$ cat config.mk
export PLATFORM = sky130hd
export DESIGN_NAME = ahb_lite_master
export DESIGN_NICKNAME = d
export VERILOG_FILES = /design/src/rtl/ahb_lite_master.sv
export SDC_FILE = /design/constraint.sdc
export NUM_CORES = 1
export LEC_CHECK = 0
export CAP_MARGIN = 30
export CORE_MARGIN = 2
export CORE_UTILIZATION = 43
export DETAILED_ROUTE_END_ITERATION = 6
export PLACE_DENSITY = 0.87
export SLEW_MARGIN = 5
export SYNTH_ARGS = -nofsm -noshare
export SYNTH_HDL_FRONTEND = slang
export SYNTH_SLANG_ARGS = --single-unit
$ cat constraint.sdc
create_clock -name HCLK -period 1.9 [get_ports HCLK]
set_input_delay 0.475 -clock HCLK [delete_from_list [all_inputs] [get_ports HCLK]]
set_output_delay 0.475 -clock HCLK [all_outputs]
set_load 0.03 [all_outputs]
$ cat src/rtl/ahb_lite_master.sv
// Single-beat AHB-Lite initiator: valid/ready commands in, pipelined NONSEQ transfers out.
// Optional stall detector enabled by defining AHB_MST_TIMEOUT_EN.
module ahb_lite_master #(
    parameter int ADDR_WIDTH     = 32,
    parameter int DATA_WIDTH     = 32,
    parameter int TIMEOUT_CYCLES = 16
) (
    input  logic                  HCLK,
    input  logic                  HRESETn,
    input  logic                  cmd_valid,
    output logic                  cmd_ready,
    input  logic [ADDR_WIDTH-1:0] cmd_addr,
    input  logic                  cmd_write,
    input  logic [DATA_WIDTH-1:0] cmd_wdata,
    output logic                  rsp_valid,
    output logic [DATA_WIDTH-1:0] rsp_rdata,
    output logic                  rsp_err,
    output logic                  HSEL,
    output logic [ADDR_WIDTH-1:0] HADDR,
    output logic [1:0]            HTRANS,
    output logic                  HWRITE,
    output logic [2:0]            HSIZE,
    output logic [DATA_WIDTH-1:0] HWDATA,
    input  logic                  HREADY,
    input  logic [DATA_WIDTH-1:0] HRDATA,
    input  logic                  HRESP,
    output logic                  timeout
);

    logic                  a_valid;
    logic [ADDR_WIDTH-1:0] a_addr;
    logic                  a_write;
    logic [DATA_WIDTH-1:0] a_wdata;
    logic                  d_valid;
    logic                  d_write;
    logic [DATA_WIDTH-1:0] d_wdata;
    logic                  err_q;

    logic advance;
    logic take;
    logic done;

    always_comb begin
        HSEL      = a_valid && !err_q;
        HTRANS    = HSEL ? 2'b10 : 2'b00;
        HADDR     = a_addr;
        HWRITE    = a_write;
        HSIZE     = 3'b010;
        HWDATA    = d_wdata;
        cmd_ready = !err_q && (!a_valid || HREADY);
        advance   = HREADY && !err_q;
        take      = cmd_valid && cmd_ready;
        done      = HREADY && d_valid;
    end

    // An empty A slot may be filled even during a wait state.
    always_ff @(posedge HCLK or negedge HRESETn) begin
        if (!HRESETn) begin
            a_valid <= 1'b0;
            a_addr  <= '0;
            a_write <= 1'b0;
            a_wdata <= '0;
        end else if (take) begin
            a_valid <= 1'b1;
            a_addr  <= cmd_addr;
            a_write <= cmd_write;
            a_wdata <= cmd_wdata;
        end else if (advance) begin
            a_valid <= 1'b0;
        end
    end

    always_ff @(posedge HCLK or negedge HRESETn) begin
        if (!HRESETn) begin
            d_valid <= 1'b0;
            d_write <= 1'b0;
            d_wdata <= '0;
            err_q   <= 1'b0;
        end else if (err_q) begin
            if (HREADY) begin
                err_q   <= 1'b0;
                d_valid <= 1'b0;
            end
        end else if (advance) begin
            d_valid <= a_valid;
            d_write <= a_write;
            d_wdata <= a_wdata;
        end else if (d_valid && HRESP) begin
            err_q <= 1'b1;
        end
    end

    always_ff @(posedge HCLK or negedge HRESETn) begin
        if (!HRESETn) begin
            rsp_valid <= 1'b0;
            rsp_rdata <= '0;
            rsp_err   <= 1'b0;
        end else begin
            rsp_valid <= done;
            rsp_err   <= done && (err_q || HRESP);
            rsp_rdata <= (done && !d_write) ? HRDATA : '0;
        end
    end

`ifdef AHB_MST_TIMEOUT_EN
    localparam int CW = $clog2(TIMEOUT_CYCLES + 1);

    logic          stall;
    logic [CW-1:0] stall_cnt;

    assign stall = d_valid && !HREADY;

    // Saturating at the threshold keeps the pulse to once per stall.
    always_ff @(posedge HCLK or negedge HRESETn) begin
        if (!HRESETn) begin
            stall_cnt <= '0;
        end else if (!stall) begin
            stall_cnt <= '0;
        end else if (stall_cnt != CW'(TIMEOUT_CYCLES)) begin
            stall_cnt <= stall_cnt + CW'(1);
        end
    end

    assign timeout = stall && (stall_cnt == CW'(TIMEOUT_CYCLES - 1));
`else
    assign timeout = (TIMEOUT_CYCLES < 0);
`endif

endmodule

==> flow_summary.ini <==
[outcome]
status = complete, no violations

[place]
dp_hpwl_mm = 8.37
gp_congestion = 0.738
io_buffers = 203

[power_and_ir_drop]
p_sw_w = 0.00326
switching_share = 0.312
p_leak_nw = 3.88
p_int_w = 0.00717
p_comb_frac = 0.307
pwr-share-seq = 0.376
vdd_ir_drop_max_mv = 0.974
power_density_nw_per_um2 = 1320
pwr-share-clk = 0.317

[clocking]
tritoncts = built
cts.path.max_buffers = 2
clk_pin_slew_ps = 50
clockRootBuffer = clkbuf_16
numClockSinks = 135
ctsHtreeMaxLevel = 4
cts_buffers = 17
worstSkewPairLatency_ps = 410
cts-hold-fix-buffers = 0

[synth]
yosys-top-cells-count = 135 x dfrtp_1, 50 x mux2_4, 49 x mux2_2
ys_ff_latch = 135
seq_area_frac_synth = 0.649
netlist_instances = 303
synth-edff-count = 0
async_reset_ff_frac = 1.00
synth_top_area_frac = 0.649
syn_avg_cell_area_um2 = 17.2
ys_types = 20
yosysWarnings = 0
synth-main-ff-cell = dfrtp_1
synth_area_um2 = 5200
yosysTopAreaCell = dfrtp_1
synth_area_leaders = dfrtp_1 65%, mux2_4 14%, mux2_2 11%
yosysMostFrequentCell = dfrtp_1

[timing]
finalHoldViolCount = 0
tns_ps = 0
min_period_ps = 1830
setup-violations-final = 0
clock_skew_ps = 6.96
finalCritPeriodShare = 0.963
grt_setup_unrepaired = no
fmax_mhz = 547
slew_viol_final = 0

[route]
vias = 3246
finalWirelength_mm = 11.9
drt_iter0_drc = 127
dr.pass1.iters = 4
ant_nets = 0
avgViaCountPerCell = 4.78
wl_per_cell_um = 17.5
drc_errors = 0

[die]
core_um2 = 11900
die_width_um = 114
boundaryPins = 209
rows = 40
dieArea_um2 = 13000
start_util = 0.437
die_h_um = 114

[worst_setup_path]
cp-start-kind = register
crit_path_start = err_q
arrival_ps = 1350
crit_path_end_kind = output pin
cp_max_fo = 3
cp.required_ps = 1420
path_class = register to output pin
rr_startpoint = err_q
reg2reg_depth = 5

[layout]
drive_above_1_share = 0.278
fin_nets = 623
multiInputGateArea_um2 = 1610
area_growth_pct = 51.8
seq_area_um2 = 3380
fill_cells = 852
diodes = 0
finish.utilization = 0.663

[global_route]
grt_pass1_wl_mm = 18.8
grtUsageTotal = 0.196
grt_max_degree = 48
grt-ovfl-total = 0
grt_pass1_vias = 3641
grt_antenna_before_repair = 0

[job]
drv_cap = 0

[worst_hold_path]
hp-class = input pin to async pin
## state kept, by name, indices dropped and copies added (netlist names), 32 cells and up
name and cells:
rsp_rdata 32, a_wdata 32, HADDR 32, HWDATA 32
## cell usage in the layout (no fill, tap or decap), drive strengths merged
cell / synthesis / routed
buf: 17 / 15
dfrtp: 135 / 135
and2: 31 / 31
dlymetal6s2s: 0 / 8
nor2b: 1 / 1
clkbuf: 3 / 22
clkdlybuf4s50: 0 / 99
nand2: 3 / 3
bufinv: 0 / 3
clkdlybuf4s15: 0 / 2
nor3b: 1 / 1
conb: 2 / 5
a21oi: 1 / 1
dlygate4sd2: 0 / 92
clkinv: 0 / 5
nand2b: 2 / 2
inv: 1 / 1
mux2: 99 / 99
nor2: 6 / 6
and2b: 1 / 1
## critical path, cell delays in order, from the launching register on
cell             delay, ps
dfrtp_1                380
and2b_1                250
clkdlybuf4s15_2        310
## kinds of logic after synthesis
family / share of synthesized area
flip-flops: 0.649
multiplexers: 0.250
AND/OR/NAND/NOR: 0.0546
buffers and inverters: 0.0435
other: 0.00144
AO/OA/AOI/OAI: 0.000961
## path summary, 6_finish.rpt
kind	slack (ps)	to
max	70	HTRANS[1]
min	10	a_wdata[15]
max reg2reg	250	HADDR[31]
min reg2reg	480	rsp_rdata[30]
max in group asynchronous	1340	HWDATA[1]
min in group HCLK	480	rsp_rdata[30]
## layout make-up
cell class	count	share of cell area
Clock inverter	8	0.0155
Multi-Input combinational cell	150	0.204
Tap cell	147	0.0233
Sequential cell	135	0.428
Timing Repair Buffer	216	0.269
Inverter	1	0.000475
Clock buffer	22	0.0600
## per-layer routing
layer	track usage	part of all wire	vias up
li1	-	-	1444
met1	0.207	0.37	1622
met2	0.329	0.51	159
met3	0.108	0.11	21
met4	0.0732	0.019	0
met5	0	0	-
## what timing repair did
action	4_1_cts	5_1_grt
gates resized for setup	98	8
buffers inserted	0	0
setup endpoints to repair	94	8
## metrics by stage
step	setup WS [ps]	hold slack, ps	std cells	total power (W)	instance area [um2]
6_report	70.2	11.9	679	0.0104	7900
5_1_grt	5.72	23.4	679	0.0109	7900
4_1_cts	3.53	14.0	679	0.0106	7880
3_5_place_dp	-190	456	649	0.00755	7390
3_3_place_gp	-147	446	649	0.00742	7390
2_1_floorplan	424	179	306	0.00599	5220
## power by group through the flow
stage          clock [W]  sequential [W]  combinational, W
2_1_floorplan          0         0.00492           0.00107
3_3_place_gp           0         0.00393           0.00349
3_5_place_dp           0         0.00398           0.00357
4_1_cts          0.00338         0.00393           0.00325
5_1_grt          0.00352         0.00401           0.00337
6_report         0.00331         0.00392           0.00320
Note: power is estimated with default switching activity, not from simulation.
